**src/rtl/riscv_pkg.sv**
```systemverilog
// Shared RISC-V execute-stage constants: ALU and M-extension funct3 codes,
// muldiv FSM state encodings and operand signedness helpers.
package riscv_pkg;

  localparam logic [2:0] ALU_ADD  = 3'b000;
  localparam logic [2:0] ALU_SLL  = 3'b001;
  localparam logic [2:0] ALU_SLT  = 3'b010;
  localparam logic [2:0] ALU_SLTU = 3'b011;
  localparam logic [2:0] ALU_XOR  = 3'b100;
  localparam logic [2:0] ALU_SR   = 3'b101;
  localparam logic [2:0] ALU_OR   = 3'b110;
  localparam logic [2:0] ALU_AND  = 3'b111;

  localparam logic [2:0] FUNC_MUL    = 3'b000;
  localparam logic [2:0] FUNC_MULH   = 3'b001;
  localparam logic [2:0] FUNC_MULHSU = 3'b010;
  localparam logic [2:0] FUNC_MULHU  = 3'b011;
  localparam logic [2:0] FUNC_DIV    = 3'b100;
  localparam logic [2:0] FUNC_DIVU   = 3'b101;
  localparam logic [2:0] FUNC_REM    = 3'b110;
  localparam logic [2:0] FUNC_REMU   = 3'b111;

  localparam logic [1:0] ST_IDLE = 2'd0;
  localparam logic [1:0] ST_CALC = 2'd1;
  localparam logic [1:0] ST_DONE = 2'd2;

  function automatic logic op1_is_signed(input logic [2:0] func);
    return (func == FUNC_MULH) || (func == FUNC_MULHSU) ||
           (func == FUNC_DIV)  || (func == FUNC_REM);
  endfunction

  function automatic logic op2_is_signed(input logic [2:0] func);
    return (func == FUNC_MULH) || (func == FUNC_DIV) || (func == FUNC_REM);
  endfunction

endpackage

```
**src/rtl/muldiv_iter.sv**
```systemverilog
// One radix-2 step on the {acc, opr} register pair: shift-add for multiply,
// shift-subtract-restore for divide. Purely combinational.
module muldiv_iter #(
  parameter int XLEN = 32
) (
  input  logic            is_div,
  input  logic [XLEN-1:0] acc,
  input  logic [XLEN-1:0] opr,
  input  logic [XLEN-1:0] mcand,
  output logic [XLEN-1:0] acc_next,
  output logic [XLEN-1:0] opr_next
);

  logic [XLEN:0] sum;
  logic [XLEN:0] rem_sh;
  logic [XLEN:0] diff;

  // Divide keeps acc below the divisor, so the top bit of diff is a clean borrow flag.
  always_comb begin
    sum    = {1'b0, acc} + (opr[0] ? {1'b0, mcand} : '0);
    rem_sh = {acc, opr[XLEN-1]};
    diff   = rem_sh - {1'b0, mcand};
    if (is_div) begin
      if (!diff[XLEN]) begin
        acc_next = diff[XLEN-1:0];
        opr_next = {opr[XLEN-2:0], 1'b1};
      end else begin
        acc_next = rem_sh[XLEN-1:0];
        opr_next = {opr[XLEN-2:0], 1'b0};
      end
    end else begin
      acc_next = sum[XLEN:1];
      opr_next = {sum[0], opr[XLEN-1:1]};
    end
  end

endmodule

```
**src/rtl/muldiv_unit.sv**
```systemverilog
// Iterative RV M-extension multiply/divide unit with valid/ready handshake,
// one bit per cycle plus a single-cycle path for divide special cases.
module muldiv_unit
  import riscv_pkg::*;
#(
  parameter int XLEN = 32
) (
  input  logic            clk,
  input  logic            reset,
  input  logic            in_valid,
  output logic            in_ready,
  input  logic [2:0]      in_func,
  input  logic [XLEN-1:0] in_op1,
  input  logic [XLEN-1:0] in_op2,
  input  logic            flush,
  output logic            out_valid,
  input  logic            out_ready,
  output logic [XLEN-1:0] out_result
);

  localparam int CNT_W = $clog2(XLEN + 1);
  localparam logic [XLEN-1:0] MIN_NEG = {1'b1, {(XLEN-1){1'b0}}};

  logic [1:0]       state_q, state_d;
  logic [2:0]       func_q, func_d;
  logic             neg_q, neg_d;
  logic [CNT_W-1:0] cnt_q, cnt_d;
  logic [XLEN-1:0]  acc_q, acc_d;
  logic [XLEN-1:0]  opr_q, opr_d;
  logic [XLEN-1:0]  mcand_q, mcand_d;
  logic [XLEN-1:0]  result_q, result_d;

  logic              neg1, neg2, div_zero, div_ovf, accept;
  logic [XLEN-1:0]   mag1, mag2, fast_result, final_result;
  logic [XLEN-1:0]   acc_step, opr_step, quo, rem;
  logic [2*XLEN-1:0] prod, prod_signed;

  muldiv_iter #(.XLEN(XLEN)) u_iter (
    .is_div   (func_q[2]),
    .acc      (acc_q),
    .opr      (opr_q),
    .mcand    (mcand_q),
    .acc_next (acc_step),
    .opr_next (opr_step)
  );

  // Operands become magnitudes at accept; the special divide cases are decided here too.
  always_comb begin
    accept      = in_valid && !flush;
    neg1        = op1_is_signed(in_func) && in_op1[XLEN-1];
    neg2        = op2_is_signed(in_func) && in_op2[XLEN-1];
    mag1        = neg1 ? -in_op1 : in_op1;
    mag2        = neg2 ? -in_op2 : in_op2;
    div_zero    = (in_op2 == '0);
    div_ovf     = !in_func[0] && (in_op1 == MIN_NEG) && (in_op2 == '1);
    fast_result = '0;
    if (div_zero) fast_result = in_func[1] ? in_op1 : '1;
    else if (div_ovf) fast_result = in_func[1] ? '0 : in_op1;
  end

  // The last step's outputs feed straight into sign correction so DONE sees a final value.
  always_comb begin
    prod        = {acc_step, opr_step};
    prod_signed = neg_q ? -prod : prod;
    quo         = neg_q ? -opr_step : opr_step;
    rem         = neg_q ? -acc_step : acc_step;
    case (func_q)
      FUNC_MUL:               final_result = prod_signed[XLEN-1:0];
      FUNC_DIV, FUNC_DIVU:    final_result = quo;
      FUNC_REM, FUNC_REMU:    final_result = rem;
      default:                final_result = prod_signed[2*XLEN-1:XLEN];
    endcase
  end

  always_comb begin
    state_d  = state_q;
    func_d   = func_q;
    neg_d    = neg_q;
    cnt_d    = cnt_q;
    acc_d    = acc_q;
    opr_d    = opr_q;
    mcand_d  = mcand_q;
    result_d = result_q;
    case (state_q)
      ST_IDLE: begin
        if (accept) begin
          func_d = in_func;
          acc_d  = '0;
          cnt_d  = CNT_W'(XLEN);
          if (in_func[2]) begin
            opr_d   = mag1;
            mcand_d = mag2;
            neg_d   = in_func[1] ? neg1 : (neg1 ^ neg2);
            if (div_zero || div_ovf) begin
              state_d  = ST_DONE;
              result_d = fast_result;
            end else begin
              state_d = ST_CALC;
            end
          end else begin
            opr_d   = mag2;
            mcand_d = mag1;
            neg_d   = neg1 ^ neg2;
            state_d = ST_CALC;
          end
        end
      end
      ST_CALC: begin
        acc_d = acc_step;
        opr_d = opr_step;
        cnt_d = cnt_q - CNT_W'(1);
        if (cnt_q == CNT_W'(1)) begin
          state_d  = ST_DONE;
          result_d = final_result;
        end
      end
      ST_DONE: begin
        if (out_ready) state_d = ST_IDLE;
      end
      default: state_d = ST_IDLE;
    endcase
    if (flush) state_d = ST_IDLE;
  end

  always_ff @(posedge clk) begin
    if (reset) begin
      state_q  <= ST_IDLE;
      func_q   <= '0;
      neg_q    <= 1'b0;
      cnt_q    <= '0;
      acc_q    <= '0;
      opr_q    <= '0;
      mcand_q  <= '0;
      result_q <= '0;
    end else begin
      state_q  <= state_d;
      func_q   <= func_d;
      neg_q    <= neg_d;
      cnt_q    <= cnt_d;
      acc_q    <= acc_d;
      opr_q    <= opr_d;
      mcand_q  <= mcand_d;
      result_q <= result_d;
    end
  end

  assign in_ready   = (state_q == ST_IDLE);
  assign out_valid  = (state_q == ST_DONE);
  assign out_result = result_q;

endmodule

```
**config.mk**
```make
export PLATFORM = sky130hd
export DESIGN_NAME = muldiv_unit
export DESIGN_NICKNAME = d
export VERILOG_FILES = /design/src/rtl/riscv_pkg.sv /design/src/rtl/muldiv_iter.sv /design/src/rtl/muldiv_unit.sv
export SDC_FILE = /design/constraint.sdc
export NUM_CORES = 1
export LEC_CHECK = 0
export ABC_CLOCK_PERIOD_IN_PS = 5700
export BUFFER_PORTS_ARGS = -buffer_cell sky130_fd_sc_hd__buf_2
export CORE_ASPECT_RATIO = 2
export CORE_UTILIZATION = 40
export DETAILED_ROUTE_END_ITERATION = 10
export SETUP_SLACK_MARGIN = 0.05
export SYNTH_ARGS = -nofsm -noshare
export SYNTH_HDL_FRONTEND = slang
export SYNTH_SLANG_ARGS = --single-unit
```
**constraint.sdc**
```tcl
create_clock -name clk -period 5.7 [get_ports clk]
set_clock_uncertainty 0.2 [all_clocks]
set_input_delay 0.285 -clock clk [delete_from_list [all_inputs] [get_ports clk]]
set_output_delay 0.285 -clock clk [all_outputs]
set_load 0.02 [all_outputs]
```
* Word-level counts from Yosys, hierarchy flattened
Index checks and enable logic that the tools add are counted.
** Cells by class
- Add/subtract/negate cells :: 8
- Equal/unequal tests :: 18
- Multiplexer cells :: 36
- Bitwise operators :: 1
- Reduce and logical (&&, ||, !) cells :: 24
** Operator list (number)
- $mux 32 :: 20
- $pmux 32 s2 :: 3
- $neg 32->32 :: 4
- $pmux 32 s3 :: 1
- $eq 32x32->1 const B :: 2
- $mux 64 :: 1
- $neg 64->64 :: 1
- $add 32x33->33 :: 1
- $sub 33x32->33 :: 1
- $logic_not 32->1 :: 1
- $eq 3x3->1 const B :: 6
- $pmux 6 s2 :: 1
- $mux 2 :: 5
- $ne 2x1->1 const B :: 4
- $eq 6x1->1 const B :: 1
- $logic_or 1x1->1 :: 6
- $mux 6 :: 1
- $pmux 2 s3 :: 1
- $reduce_or 2->1 :: 3
- $sub 6x1->6 const B :: 1
- $logic_and 1x1->1 :: 5
- $reduce_and 5->1 :: 1
- $reduce_and 2->1 :: 2
- $eq 3x1->1 const B :: 1
- 11 further kinds :: 14
** Storage, ports and cells
- Flip-flop bits (word level) :: 140
- Bits of input ports :: 72
- Output and inout port bits :: 34
- Logic and storage cells :: 95

* Longest topological paths before layout
Gate-level depths: netlist of run 1.
- Word-level depth :: 9
- Gate-level depth with buffers :: 26
- Depth with buffers taken out :: 23

* By module
From an unflattened synthesis of run 1, not the netlist that was laid out.
** Second synthesis, totals
- Cell total of the unflattened synthesis :: 2146
- Area, all modules :: 15406.0 um^2
** By module, submodules not included
- muldiv_unit :: instances 1, cells an instance 1458, area each 10585.2 um^2, seq. area each 2802.7 um^2
- muldiv_iter :: instances 1, cells an instance 688, area each 4820.9 um^2, seq. area each 0.0 um^2

* Least setup slack after synthesis of run 1
Ideal clock, no wire load.
- Path type :: register to register
- From :: register func_q[2]
- To :: register result_q[4] (netlist: out_result[4])
- Library setup time :: 91 ps
- Data arrival time :: 5024 ps
- Required time :: 5409 ps
- Setup slack :: 385 ps
- Stages on the path, launching flop included :: 22
- Path buffers :: 8
- Clock period less this slack :: 5315 ps
- Path through :: dfxtp_1 > clkbuf_1 > clkbuf_1 > clkbuf_1 > buf_2 > buf_1 > buf_1 > buf_1 > mux2i_1 > ha_1 > o211ai_1 > a2111o_1 > or2_2 > clkbuf_1 > or2_2 > nor2_1 > nor2_1 > nand2_1 > nand2_1 > a221oi_1 > o21ai_0 > a311oi_1
** On the way
- Word-level cells in the longest chain between the ends :: 6
- Elaborated cells on any way between the ends :: 18
- Those cells by class :: add/sub: 3; eq/ne: 4; mux: 8; reduce/logical: 3
** Ends and longest elaborated chain
- start: declaration :: RTL line muldiv_unit.sv:25 : logic [2:0] func_q, func_d;
- start signal: assignment :: RTL line muldiv_unit.sv:137 : func_q <= func_d;
- $mux 32 :: RTL line muldiv_iter.sv:23 : if (is_div) begin
- $neg 64->64, or another cell as far along :: RTL line muldiv_unit.sv:64 : prod_signed = neg_q ? -prod : prod;
- $mux 64, or another cell as far along :: RTL line muldiv_unit.sv:64
- $pmux 32 s3 (*) :: RTL line muldiv_unit.sv:67 : case (func_q)
- $mux 32 (*) :: RTL line muldiv_unit.sv:112 : if (cnt_q == CNT_W'(1)) begin
- $pmux 32 s2 (*) :: RTL line muldiv_unit.sv:84 : case (state_q)
- end signal: assignment :: RTL line muldiv_unit.sv:143 : result_q <= result_d;
- end: declaration :: RTL line muldiv_unit.sv:31 : logic [XLEN-1:0] result_q, result_d;
Every way passes the cells marked *; elsewhere a longest branch is shown, timed or not. The select of a mux whose other input is x is not followed.
A chain may end at the register's enable or synchronous reset.

* Worst setup path in the final report of run 1
- From :: register mcand_q[0]
- To :: register result_q[14] (netlist: out_result[14])
** On the way
- Word-level cells in the longest chain between the ends :: 8
- Elaborated cells on any way between the ends :: 16
- Those cells by class :: add/sub: 5; mux: 11
** Ends and longest elaborated chain
- start: declaration :: RTL line muldiv_unit.sv:30 : logic [XLEN-1:0] mcand_q, mcand_d;
- start signal: assignment :: RTL line muldiv_unit.sv:142 : mcand_q <= mcand_d;
- $sub 33x32->33 / $mux 32 (equally long branches) :: RTL line muldiv_iter.sv:22, muldiv_iter.sv:20
- $mux 1, or another cell as far along :: RTL line muldiv_iter.sv:24 : if (!diff[XLEN]) begin
- $mux 32 :: RTL line muldiv_iter.sv:23
- $neg 64->64, or another cell as far along :: RTL line muldiv_unit.sv:64
- $mux 64, or another cell as far along :: RTL line muldiv_unit.sv:64
- $pmux 32 s3 (*) :: RTL line muldiv_unit.sv:67
- $mux 32 (*) :: RTL line muldiv_unit.sv:112
- $pmux 32 s2 (*) :: RTL line muldiv_unit.sv:84
Marks and branches as above.

==> flow_summary.json, run 1 <==
{
  "status": "complete, no violations",
  "fmax_mhz": 182,
  "cts_tree": "done",
  "cp.arrival_ns": 5.64,
  "crit_path_start_kind": "flop",
  "hold_path_depth": 3,
  "floorplan.initialDensity_pct": 40.8,
  "synth_seq_cells": 140,
  "yosysSeqAreaShare_pct": 18.3,
  "r2r_slack_ns": 0.20,
  "wl_per_cell_um": 25.8,
  "synth_area_mm2": 0.0153,
  "synth_top_area_share_pct": 18.3,
  "dp_hpwl_um": 56100,
  "portBuffers": 105,
  "hold_path.startpoint": "in_op1[14]",
  "tightest_slew_ns": 1.02,
  "drc": 0,
  "area_delta_synth_final_pct": 14.0,
  "vias": 17706,
  "min_path_type": "primary input to flop",
  "cts_max_path_buffers": 2,
  "place_area_mm2": 0.0167,
  "grt_usage_pct": 36.3,
  "ys_warn_count": 0,
  "die_h_um": 278,
  "syn_inst": 2196,
  "firstDrtPassIters": 5,
  "crit_required_ns": 5.84,
  "async_flop_share_pct": 0,
  "path_clk_slew_ns": 0.07,
  "syn_avg_cell_area_um2": 6.96,
  "root_buffer": "clkbuf_16",
  "powerDensity_mw_per_mm2": 202,
  "syn_nets": 2341,
  "rows": 100,
  "totalWireLength_um": 71300,
  "grt_first_pass_wirelength_um": 105000,
  "hold_viol": 0,
  "antenna_found_initial": 3,
  "worstSetupPathType": "flop to flop",
  "setup_viol": 0,
  "die_w_um": 140,
  "crit_fanout": 7,
  "ant_nets": 0,
  "cap_violations": 0,
  "num-fill-cells": 3841,
  "synth_edf_count": 0,
  "rsz0062_at_grt": "true",
  "dieArea_mm2": 0.0390,
  "grt_pass1_vias": 17591,
  "r2r_cells": 22,
  "reg2reg_to": "out_result[14]",
  "r2r-start": "mcand_q[0]",
  "cts_htree_levels": 4,
  "drtIter0Drc": 1477,
  "synth.area.top_cells": "dfxtp_1 18%, a21oi_1 7.3%, nand2_1 6.2%, ha_1 5.8%, o21ai_0 5.6%",
  "ys_types": 98,
  "layout-drive-gt1-share_pct": 14.5,
  "fin_crit_sh_pct": 96.5,
  "via_per_inst": 6.40,
  "drv_slew": 0,
  "gp_congestion": 1.03,
  "power_w": 0.00351,
  "holdWs_ns": 0.0302,
  "nNetsFinal": 2439,
  "final_core_util_pct": 46.5,
  "fin_tns_setup_ns": 0,
  "ys.flop_type": "dfxtp_1",
  "coreArea_mm2": 0.0374,
  "overflow": 0,
  "cts_sinks": 140,
  "pin_count": 106,
  "clk_latency_ns": 0.46,
  "cts_buffers": 17,
  "yosys.area.top_type": "dfxtp_1",
  "fin_area_mm2": 0.0174,
  "holdPathEnd": "out_result[14]",
  "vdd.ir_drop.worst_uv": 226,
  "period_minus_slack_ns": 5.50,
  "grt_max_degree": 98,
  "maxSlewHeadroom_pct": 31.1,
  "end_kind": "flop",
  "p_leak_nw": 6.84
}
==> power breakdown <==
| part | switching (W) | internal (W) |
|---|---|---|
| logic | 0.000851 | 0.000438 |
| clock network | 0.000514 | 0.000648 |
| registers | 0.0000436 | 0.00102 |
| total | 0.00141 | 0.00210 |
==> final cells by class <==
type	instances	area [um2]	area share, %
Timing Repair Buffer	219	1420	8.15
Multi-Input combinational cell	1852	11800	67.7
Antenna cell	1	2.50	0.0144
Clock inverter	12	138	0.791
Inverter	64	240	1.38
Tap cell	459	574	3.30
Sequential cell	140	2810	16.1
Clock buffer	20	437	2.51
==> metrics by stage <==
step           cells  worst slack (ns)
2_1_floorplan   2196             0.385
3_3_place_gp    2728            -0.119
3_5_place_dp    2728            -0.244
4_1_cts         2764            0.0138
5_1_grt         2767            0.0139
6_report        2767             0.197
==> worst max-delay path: stages (launching register included) <==
cell	delay (ns)
dfxtp_1	0.38
ha_1	0.18
inv_1	0.06
fa_2	0.37
a211oi_2	0.27
o211ai_1	0.19
a31oi_1	0.18
buf_4	0.16
a21o_1	0.14
a211o_1	0.18
nor2_1	0.12
a21oi_2	0.22
ha_1	0.23
o211ai_1	0.12
a2111o_1	0.35
or2_2	0.36
or3_1	0.37
nand2_1	0.24
nor2_2	0.16
a211oi_1	0.24
a31oi_1	0.10
o21ai_1	0.41
a31oi_1	0.14
==> per-layer routing <==
metal  global-route usage [%]  vias up  wire length [um]
li1                         -     8261                 -
met1                     32.3     8302             22800
met2                     65.9      800             35900
met3                     5.97      341              3900
met4                     39.2        2              8690
met5                        0        -                 9
==> sequential cells by signal, summed over array words and instances, names as in the netlist <==
name	flops
acc_q	32
state_q	2
opr_q	32
out_result	32
cnt_q	6
func_q	3
neg_q	1
mcand_q	32
==> placed cells by master (no fill, tap or decap), types with 28 or more instances in the layout <==
| cell type | synthesis | routed |
|---|---|---|
| a31oi_1 | 39 | 39 |
| or3_1 | 31 | 31 |
| o21ai_0 | 170 | 167 |
| inv_1 | 64 | 64 |
| nand3_1 | 75 | 75 |
| xnor2_1 | 85 | 85 |
| xor2_1 | 67 | 67 |
| and2_1 | 45 | 45 |
| mux2i_1 | 43 | 43 |
| o31ai_1 | 28 | 28 |
| buf_2 | 10 | 104 |
| nand2_1 | 251 | 250 |
| a21oi_1 | 223 | 221 |
| dfxtp_1 | 140 | 138 |
| ha_1 | 71 | 71 |
| nor3_1 | 46 | 45 |
| o211ai_1 | 62 | 62 |
| nor2_1 | 215 | 211 |
| buf_4 | 1 | 109 |
==> worst max path at each step <==
stage,startpoint,end,cells past startpoint
global route,mcand_q[0],out_result[14],22
global placement,mcand_q[0],out_result[2],22
finish,mcand_q[0],out_result[14],22
detailed placement,mcand_q[0],out_result[2],22
floorplan,func_q[2],out_result[4],21
CTS,mcand_q[0],out_result[2],22
==> kinds of logic after synthesis <==
group                      Yosys count  share of synthesized area, %
muxes                               67                          4.60
and+or+nand+nor                    803                          25.2
buffers and inverters              204                          5.22
adders and majority gates           73                          6.08
DFF                                140                          18.3
AOI/OAI and AO/OA                  757                          31.9
xor gates and xnor gates           152                          8.71
==> timing repair <==
action                                  4_1_cts  5_1_grt
endpoints found under the setup margin        3       16
hold buffers                                  4        0
gates resized for setup                       3       18
pin swaps                                     0        5
hold endpoints to repair                      4        0
buffers inserted                              0        2
==> cell usage after synthesis (all sizes together) (5+ instances only) <==
cell       n
mux2i     44
o21a      13
o21bai    12
o311ai     7
nor4      19
a21o      24
o21ai    181
a2111oi    7
nand4     24
a22oi     21
dfxtp    140
nor2b     16
a221oi    16
inv       64
nor3      48
nand3     77
a311oi    13
o22ai      7
or3       32
nand2b    17
o41ai     11
nor2     215
a22o       5
xnor2     85
or4       10
buf       35
o211ai    63
o31ai     28
ha        71
o2111ai    5
mux2      23
a211oi    24
a21oi    223
and2      46
a31oi     39
xor2      67
nand2    251
a41oi      5
a21boi     9
a211o      7
clkbuf   105
o221ai     8
or2        9
and3      19
(Power assumes the default switching activity.)
==> run 2, diff against run 1 <==
- ABC_CLOCK_PERIOD_IN_PS: 5700 -> 6100
- clock period: 5.7 -> 6.1 ns (I/O delays scaled with it)
==> flow_summary.json, run 2 (synthesis gave the netlist of run 1 again) <==
{
  "root_buffer": "clkbuf_16",
  "cts_htree_levels": 4,
  "dp_hpwl_um": 56000,
  "min_path_type": "primary input to flop",
  "p_comb_share_pct": 35.5,
  "wl_per_cell_um": 26.0,
  "final_common_cell": "nand2_1",
  "area_delta_synth_final_pct": 11.7,
  "path_clk_slew_ns": 0.07,
  "crit_end": "out_result[20]",
  "grt_usage_pct": 36.6,
  "portBuffers": 105,
  "cp.arrival_ns": 5.91,
  "worstSetupPathType": "flop to flop",
  "reg2reg_to": "out_result[20]",
  "fin_tns_setup_ns": 0,
  "die_h_um": 278,
  "status": "complete, no violations",
  "r2r_slack_ns": 0.31,
  "antenna_found_initial": 0,
  "diodes": 0,
  "num-fill-cells": 3895,
  "crit_required_ns": 6.22,
  "crit_fanout": 13,
  "cts_max_path_buffers": 2,
  "critical_path.top_delay_family": "compound AO/OA/AOI/OAI gates",
  "overflow": 0,
  "path_buf_inv": 4,
  "via_per_inst": 6.44,
  "mostFrequentLayoutCells": "251 x nand2_1, 223 x a21oi_1, 214 x nor2_1, 169 x o21ai_0, 138 x dfxtp_1",
  "totalWireLength_um": 71000,
  "pin_count": 106,
  "multiInputGateArea_mm2": 0.0117,
  "cap_violations": 0,
  "worst_path_max_delay_cell": "a211oi_4",
  "rsz0062_at_grt": "false",
  "coreArea_mm2": 0.0374,
  "vias": 17574,
  "netSwitchingFraction_pct": 40.8,
  "powerDensity_mw_per_mm2": 188,
  "seqCellArea_mm2": 0.00281,
  "grt_pass1_vias": 17234,
  "floorplan.initialDensity_pct": 40.8,
  "grt_max_degree": 117,
  "fin_crit_sh_pct": 94.9,
  "startpoint": "opr_q[31]",
  "period_minus_slack_ns": 5.79,
  "post-cts-setup-buffers": 0,
  "hold_viol": 0,
  "maxSlewHeadroom_pct": 14.8,
  "crit_path_start_kind": "flop",
  "cts_sinks": 140,
  "p_leak_nw": 6.66,
  "setup_viol": 0,
  "p_int_w": 0.00190,
  "tightest_slew_ns": 1.25,
  "clk_latency_ns": 0.47,
  "die_w_um": 140,
  "cpPeakStageDelay_ns": 0.58,
  "clkPwrFrac_pct": 33.5,
  "r2r_cells": 18,
  "cp.depth": 18,
  "seq_power_share_pct": 31.0,
  "drc": 0,
  "cts_tree": "done",
  "p_switching_w": 0.00131,
  "cts_buffers": 17,
  "fmax_mhz": 173,
  "rows": 100,
  "dieArea_mm2": 0.0390,
  "power_w": 0.00321,
  "nNetsFinal": 2401,
  "vdd.ir_drop.worst_uv": 198,
  "grt_first_pass_wirelength_um": 105000,
  "firstDrtPassIters": 8,
  "drv_slew": 0,
  "gp_congestion": 1.05,
  "end_kind": "flop",
  "layout-drive-gt1-share_pct": 12.5,
  "drtIter0Drc": 1688,
  "cp_cell_sequence": "inv_1 -> ha_1 -> inv_1 -> fa_1 -> a211oi_1 -> o211ai_1 -> a31oi_2 -> a21oi_1 -> a211oi_4 -> buf_4 -> o221a_2 -> and4bb_1 -> nand3_1 -> o21ai_0 -> nand2_1 -> a21boi_0 -> buf_4 -> o22ai_1",
  "r2r-start": "opr_q[31]",
  "ant_nets": 0
}
[run 2: power by group through the flow]
stage          sequential [W]  clock (W)  combinational, W
2_1_floorplan        0.000994          0          0.000719
3_3_place_gp          0.00101          0           0.00109
3_5_place_dp          0.00102          0           0.00110
4_1_cts              0.000994    0.00109           0.00111
5_1_grt               0.00100    0.00111           0.00121
6_report             0.000996    0.00108           0.00114
[run 2: area by class of cell]
type / instances / area share, %
Inverter: 64 / 1.41
Sequential cell: 140 / 16.5
Clock buffer: 18 / 2.57
Timing Repair Buffer: 181 / 6.66
Tap cell: 459 / 3.37
Clock inverter: 14 / 0.792
Multi-Input combinational cell: 1852 / 68.7
[run 2: worst register-to-register path, cell delays in order, from the launching register on]
cell and delay [ns]:
dfxtp_1 0.37, inv_1 0.10, ha_1 0.17, inv_1 0.06
fa_1 0.43, a211oi_1 0.30, o211ai_1 0.18, a31oi_2 0.31
a21oi_1 0.20, a211oi_4 0.58, buf_4 0.32, o221a_2 0.37
and4bb_1 0.53, nand3_1 0.40, o21ai_0 0.36, nand2_1 0.08
a21boi_0 0.42, buf_4 0.20, o22ai_1 0.08
[run 2: worst min path at each step]
stage | start | to | slack [ns] | depth (start not counted)
3_5_place_dp | mcand_q[4] | mcand_q[4] | 0.26 | 2
5_1_grt | in_op1[3] | out_result[3] | 0.08 | 3
3_3_place_gp | mcand_q[4] | mcand_q[4] | 0.25 | 2
4_1_cts | in_op1[3] | out_result[3] | 0.05 | 3
6_report | in_op1[3] | out_result[3] | 0.06 | 3
2_1_floorplan | flush | state_q[0] | 0.18 | 1
[run 2: metrics by stage]
step / instance area (um2) / utilization (%) / hold slack [ns] / std cells / setup WS, ns
after floorplan: 15300 / - / 0.184 / 2196 / 0.785
after global placement: 16400 / 43.9 / 0.253 / 2691 / 0.375
after detailed placement: 16400 / 43.9 / 0.261 / 2691 / 0.243
after CTS: 17000 / 45.6 / 0.0495 / 2728 / 0.199
after global routing: 17100 / 45.6 / 0.0764 / 2728 / 0.0633
final: 17100 / 45.6 / 0.0599 / 2728 / 0.310
[run 2: routing by layer]
metal,wire [um],global-route usage [%],share of wire (%),vias to the layer above
met4,8830,40.6,12,0
met3,3390,5.20,4.8,320
li1,-,-,-,8200
met5,0,0,0,-
met1,23300,33.9,33,8311
met2,35500,65.0,50,743
[run 2: repair_timing]
| item | CTS | global route |
|---|---|---|
| setup endpoints to repair | 0 | 7 |
| hold buffers | 5 | 0 |
| resized for setup | 0 | 2 |
| hold endpoints to repair | 9 | 0 |
